==> src/rtl/sram_rr_arbiter.sv <==
// Round-robin arbiter that shares one single-port, 1-cycle-latency SRAM macro
// among NUM_PORTS requesters. After reset an optional sequencer zeroes the
// whole array before any requester is served.
module sram_rr_arbiter #(
    parameter int NUM_PORTS     = 2,
    parameter int DATA_WIDTH    = 64,
    parameter int NUM_WORDS     = 1024,
    parameter int INIT_ON_RESET = 1,
    localparam int AW = $clog2(NUM_WORDS),
    localparam int BW = (DATA_WIDTH + 7) / 8
) (
    input  logic                            clk_i,
    input  logic                            rst_ni,
    input  logic [NUM_PORTS-1:0]            req_i,
    input  logic [NUM_PORTS-1:0]            we_i,
    input  logic [NUM_PORTS*AW-1:0]         addr_i,
    input  logic [NUM_PORTS*DATA_WIDTH-1:0] wdata_i,
    input  logic [NUM_PORTS*BW-1:0]         be_i,
    output logic [NUM_PORTS-1:0]            gnt_o,
    output logic [NUM_PORTS-1:0]            rvalid_o,
    output logic [DATA_WIDTH-1:0]           rdata_o,
    output logic                            init_done_o,
    output logic                            sram_req_o,
    output logic                            sram_we_o,
    output logic [AW-1:0]                   sram_addr_o,
    output logic [DATA_WIDTH-1:0]           sram_wdata_o,
    output logic [BW-1:0]                   sram_be_o,
    input  logic [DATA_WIDTH-1:0]           sram_rdata_i
);

    localparam int PW = (NUM_PORTS > 1) ? $clog2(NUM_PORTS) : 1;

    typedef enum logic [1:0] {ST_START, ST_INIT, ST_RUN} state_t;

    typedef struct packed {
        logic                  we;
        logic [AW-1:0]         addr;
        logic [DATA_WIDTH-1:0] wdata;
        logic [BW-1:0]         be;
    } port_req_t;

    state_t                       state_q, state_d;
    logic [AW-1:0]                cnt_q;
    logic [PW-1:0]                ptr_q;
    logic [PW-1:0]                gidx;
    logic [PW-1:0]                scan_idx;
    logic                         found;
    logic [NUM_PORTS-1:0]         gnt;
    logic [NUM_PORTS-1:0]         rvalid_q;
    port_req_t [NUM_PORTS-1:0]    preq;
    port_req_t                    sel;

    // Unpack the flat per-port buses into one request struct per port
    for (genvar g = 0; g < NUM_PORTS; g++) begin : g_unpack
        assign preq[g].we    = we_i[g];
        assign preq[g].addr  = addr_i[g*AW +: AW];
        assign preq[g].wdata = wdata_i[g*DATA_WIDTH +: DATA_WIDTH];
        assign preq[g].be    = be_i[g*BW +: BW];
    end

    // Round-robin search: first requester at or above the pointer, with wrap
    always_comb begin
        gnt      = '0;
        gidx     = '0;
        scan_idx = '0;
        found    = 1'b0;
        for (int i = 0; i < NUM_PORTS; i++) begin
            scan_idx = PW'((int'(ptr_q) + i) % NUM_PORTS);
            if (state_q == ST_RUN && !found && req_i[scan_idx]) begin
                found = 1'b1;
                gidx  = scan_idx;
            end
        end
        if (found) gnt[gidx] = 1'b1;
    end

    assign sel = preq[gidx];

    // Next-state logic and macro-side mux (init sweep vs. granted port)
    always_comb begin
        state_d      = state_q;
        sram_req_o   = 1'b0;
        sram_we_o    = 1'b0;
        sram_addr_o  = '0;
        sram_wdata_o = '0;
        sram_be_o    = '0;
        case (state_q)
            ST_START: state_d = (INIT_ON_RESET != 0) ? ST_INIT : ST_RUN;
            ST_INIT: begin
                sram_req_o = 1'b1;
                sram_we_o  = 1'b1;
                sram_addr_o = cnt_q;
                sram_be_o  = '1;
                if (cnt_q == AW'(NUM_WORDS - 1)) state_d = ST_RUN;
            end
            ST_RUN: begin
                sram_req_o   = found;
                sram_we_o    = sel.we;
                sram_addr_o  = sel.addr;
                sram_wdata_o = sel.wdata;
                sram_be_o    = sel.be;
            end
            default: state_d = ST_START;
        endcase
    end

    // State, init counter, RR pointer and response strobe registers
    always_ff @(posedge clk_i or negedge rst_ni) begin
        if (!rst_ni) begin
            state_q  <= ST_START;
            cnt_q    <= '0;
            ptr_q    <= '0;
            rvalid_q <= '0;
        end else begin
            state_q  <= state_d;
            rvalid_q <= gnt;
            if (state_q == ST_INIT) cnt_q <= cnt_q + 1'b1;
            // Pointer moves just past the winner so it has lowest priority next
            if (found) ptr_q <= (gidx == PW'(NUM_PORTS - 1)) ? '0 : gidx + 1'b1;
        end
    end

    assign gnt_o       = gnt;
    assign rvalid_o    = rvalid_q;
    assign rdata_o     = sram_rdata_i;
    assign init_done_o = (state_q == ST_RUN);

endmodule

==> config.mk <==
export PLATFORM = sky130hd
export DESIGN_NAME = sram_rr_arbiter
export DESIGN_NICKNAME = d
export VERILOG_FILES = /design/src/rtl/sram_rr_arbiter.sv
export SDC_FILE = /design/constraint.sdc
export NUM_CORES = 1
export LEC_CHECK = 0
export ABC_AREA = 1
export BUFFER_PORTS_ARGS = -buffer_cell sky130_fd_sc_hd__buf_2
export CORE_AREA = 2 2 152 154
export DETAILED_ROUTE_END_ITERATION = 10
export DIE_AREA = 0 0 154 156
export SLEW_MARGIN = 20
export SYNTH_ARGS = -nofsm -noshare
export SYNTH_HDL_FRONTEND = slang
export SYNTH_SLANG_ARGS = --single-unit
==> constraint.sdc <==
create_clock -name clk_i -period 3.71 [get_ports clk_i]
set_clock_uncertainty 0.15 [all_clocks]
set_input_delay 0.371 -clock clk_i [delete_from_list [all_inputs] [get_ports clk_i]]
set_output_delay 0.371 -clock clk_i [all_outputs]
set_load 0.02 [all_outputs]
# After elaboration in Yosys (flattened, before gate mapping)
# Cells that the tools add are included.
# classes
n_addsub	3
multipliers	0
div	0
magnitude_cmp	4
n_eq_ne	4
shift	0
mux	21
bitwise_logic	1
n_reduce_logical	7
# op_table
op	count
$mux W83	2
$mux W64	1
$pmux W10 S2	1
$pmux W8 S2	1
$add A10 B1 Y10 const B	1
$eq A10 B10 Y1 const B	1
$mux W1	10
$lt A1 B2 Y1 const B	3
$pmux W2 S3	1
$logic_and A1 B1 Y1	4
$mux W2	2
$pmux W1 S2	2
$add A1 B1 Y1 const B	2
$eq A2 B1 Y1 const B	1
$eq A2 B2 Y1 const B	1
$logic_not A2 Y1	1
$ne A2 B2 Y1 const B	1
$reduce_and A2 Y1	1
$demux W1 S1	1
$ge A1 B1 Y1 const B	1
$logic_not A1 Y1	1
$not A1 Y1	1
# totals
regBits	15
latchBits	0
ram_bits	0
romBits	0
inputBits	234
output_inout_bits	153
memories	0

# Logic depth before layout (Yosys ltp)
# logic_depth
depth_word	13
depth_mapped	9

# Worst setup path before layout
# OpenSTA, ideal clock, no wires.
# synth_timing
path_kind	reg2out
from	reg state_q[0]
to	out sram_addr_o[0]
arrival_ps	1727
t_required_ps	3189
slack_ps	1462
stages_incl_launch_ff	9
path_buffers	2
path_cell_list	dfrtp_1 inv_1 ha_1 nand3_2 buf_4 buf_6 nand3_1 nand3_1 a21oi_1
# synth_via
elab_chain_cells	10
# synth_rtl
element	line_no	rtl
start: declaration	42	state_t state_q, state_d;
start signal: assignment	115	state_q <= state_d;
$eq A2 B2 Y1 (*)	-	
net init_done_o	22	output logic init_done_o,
$logic_and A1 B1 Y1	69	if (state_q == ST_RUN && !found && req_i[scan_idx]) begin
$mux W1	69	
$logic_not A1 Y1	69	
$logic_and A1 B1 Y1 (2 in series)	69	
$mux W1	69	
$mux W83 (implied by the code) (2 in series)	77	assign sel = preq[gidx];
$pmux W10 S2 (*)	87	case (state_q)
end: declaration	25	output logic [AW-1:0] sram_addr_o,
# The timed path passes the listed nets; every way through them passes the cells marked *. The select of a mux whose other input is x is not followed.

# Final worst setup path
# layout_timing
from	reg state_q[0]
to	out sram_wdata_o[20]
# layout_via
elab_chain_cells	10
# layout_rtl
element	line_no	rtl
$eq A2 B2 Y1 (*)	69, 87	
$logic_and A1 B1 Y1	69	
$mux W1	69	
$logic_not A1 Y1	69	
$logic_and A1 B1 Y1 (2 in series)	69	
$mux W1	69	
$mux W83 (implied by the code) (2 in series)	77	
$mux W64 (*)	87	
end: declaration	26	output logic [DATA_WIDTH-1:0] sram_wdata_o,
# Every way passes the cells marked *; elsewhere a longest branch is shown, timed or not. The select of a mux whose other input is x is not followed.

==> impl_results.md <==
- Largest net degree at the start of global routing: 86
- Final min period: 2.90 ns
- Area contributors post-synth: buf_4 17%, nor2_1 17%, dfrtp_1 13%, o21ai_0 9.9%, nand3_1 7.3%
- Drt drc: 0
- CP startpoint kind: register
- Worst path max stage delay: approximately 0.63 ns
- Post-CTS Setup Inserts: 0
- Worst-path fanout max: 85
- Number of hold violations in the final report: 0
- Crit. End Element: output port
- Final hold slack: 0.367 ns
- Layout cells sized above 1: 0.407
- CP max-delay cell: buf_4
- Mapped cell area: 0.00288 sq mm
- Worst-margin pin slew: 0.997 ns
- Final TNS setup: 0 ns
- Vias/cell: approximately 4
- Die area: 0.0240 sq mm
- Wire per inst: 15.5 um
- Total GRT Usage: 0.117
- Critical Path RT: 3.19 ns
- Slew HR: 0.335
- Die Y: 156 um
- Via count: 3750
- DRT Pass-1 Iters: 5
- FFs w/ async S/R, synth: 1.00
- Tcrit/Tclk final: 0.782
- Clock tree buffer depth: 2
- Yosys cell types: 27
- Routed wire length: 14900 um
- Clock Pin Slew Worst Setup and Hold Paths: 0.05 ns
- Hold path depth: 2
- Max IR drop VDD: 0.000126 V
- Cts bufs inserted: 3
- Register bit count reported by yosys: 15
- Worst path arrival time: 2.38 ns
- Congestion Overflow GR: 0
- Share of the synthesized area in the top cell type: 0.172
- Root buffer cell: clkbuf_16
- Post-synth top area cell: buf_4
- RSZ-0062 raised after global routing: false
- Port buffer count: 258
- Placer congestion estimate: about 0.76
- Lkg Pwr: 2.43 nW
- Slew Limit Fails: 0
- H-tree levels: 1
- Fmax: 0.345 GHz
- Sequential fraction of the synthesis area: 0.130
- Die width: 154 um
- Starting Density: 0.129
- Initial antenna violation count: 2
- Post-Syn Nets: 744
- First-pass GRT wire length: 21300 um
- Nets: between 900 and 1000
- Count leader, synth: nor2_1
- Predominant post-synthesis flop cell: dfrtp_1
- Hold-fix buffers, CTS: 1
- Outcome: completed
- CTS resizes: 0
- Initial drt markers: 319
- Io pins: 387
- Site Rows: 55
- WS Path Type: reg2out
- HP Class: reg2reg
- Synthesis-to-layout area growth: 37.2%
- Number of synthesis warnings: 0
- CTS Sinks: 15
- CTS tree: built
- Latest clock arrival within the worst-skew pair: roughly 0.25 ns
- Post-DP HPWL: between 10000 and 15000 um
- Crit-path cells: inv_1 -> ha_2 -> nand4_2 -> nand2_2 -> buf_4 -> o21ai_0 -> nor2_1 -> buf_2
- Instance count of the mapped netlist: a little over 500
- Vias in the first global route: 3598
- Number of flops mapped to enable cells by yosys: 0
- Max-cap violations: 0
- FF-to-FF path depth: 8
- Syn_area_per_cell: 5.71 sq um
- Synth top cells by count: 131 x nor2_1, 66 x buf_4, 57 x o21ai_0
- Areal power density over the cells: 127 mW/mm^2
- Final Setup Violations: 0
- Core ar.: 0.0224 sq mm
- Antenna Nets Post-Route: 0
## registers in the layout, summed over array words and instances, names as in the netlist
register,cells
rvalid_o,2
cnt_q,10
ptr_q,1
state_q,2
## cells by family after synthesis
logic type / after synthesis / synth area share
buf+inv: 151 / 0.323
simple gates: 236 / 0.342
flops: 15 / 0.130
fa+ha+maj: 6 / 0.0261
xor+xnor: 8 / 0.0244
compound gates: 88 / 0.154
## per-stage QoR
stage                     cells  total power (W)  cell area [sq um]  utilization  setup slack [ns]
after floorplan             504         0.000285               2880            -              1.46
after global placement      955         0.000280               3850        0.172              1.11
after detailed placement    955         0.000279               3850        0.172              1.05
after CTS                   960         0.000501               3940        0.176             0.782
after global routing        962         0.000521               3950        0.177             0.526
final                       962         0.000499               3950        0.177             0.807
## where the power goes
group / internal [W] / total [W] / switching, W
sequential: 0.000164 / 0.000166 / 0.00000111
combinational: 0.0000693 / 0.000112 / 0.0000430
clock: 0.000146 / 0.000221 / 0.0000753
total: 0.000380 / 0.000499 / 0.000119
## layer usage
metal  track usage  up-vias  routed length [um]
li1              -     1855                   -
met1         0.143     1656                6210
met2         0.191      210                6740
met3        0.0372       29                1470
met4        0.0432        0                 435
met5             0        -                   0
## layout by cell type, fill, tap and decap left out, types with 2 or more instances in the layout
cell type	Yosys	routed
buf_2	8	258
o21ai_1	10	10
buf_4	66	5
nand4_1	2	2
clkbuf_16	0	3
nand3_1	42	42
xor2_1	7	7
ha_1	6	5
inv_2	2	2
a21oi_1	20	20
diode_2	0	2
nand2_1	52	52
o21ai_0	57	57
nor2_1	131	131
inv_1	51	51
dfrtp_1	15	15
## layout make-up
cell class              instances  area, sq um
diodes                          2         5.00
multi-input cells             338         1570
inverters                      53          199
flip-flops and latches         15          375
well taps                     285          357
fillers                      2622        18400
clock buffers                   4         78.8
repair buffers                265         1360
## worst paths after layout
| kind | start | endpoint | slack, ns |
|---|---|---|---|
| worst max-delay path | state_q[0] | sram_wdata_o[20] | 0.81 |
| worst min-delay path | cnt_q[1] | cnt_q[1] | 0.37 |
| worst max register to register | state_q[1] | cnt_q[9] | 1.53 |
| worst min register to register | cnt_q[1] | cnt_q[1] | 0.37 |
| max in group asynchronous | rst_ni | rvalid_o[0] | 2.72 |
| min in group asynchronous | rst_ni | cnt_q[3] | 0.42 |
## critical path: cells and delay by family, from the launching register on
family | cells | cell delay (ns)
adders and majority gates | 1 | 0.20
buffers and inverters | 3 | 0.93
AOI/OAI and AO/OA | 1 | 0.21
DFF | 1 | 0.41
and+or+nand+nor | 3 | 0.35
(Power assumes the default switching activity.)
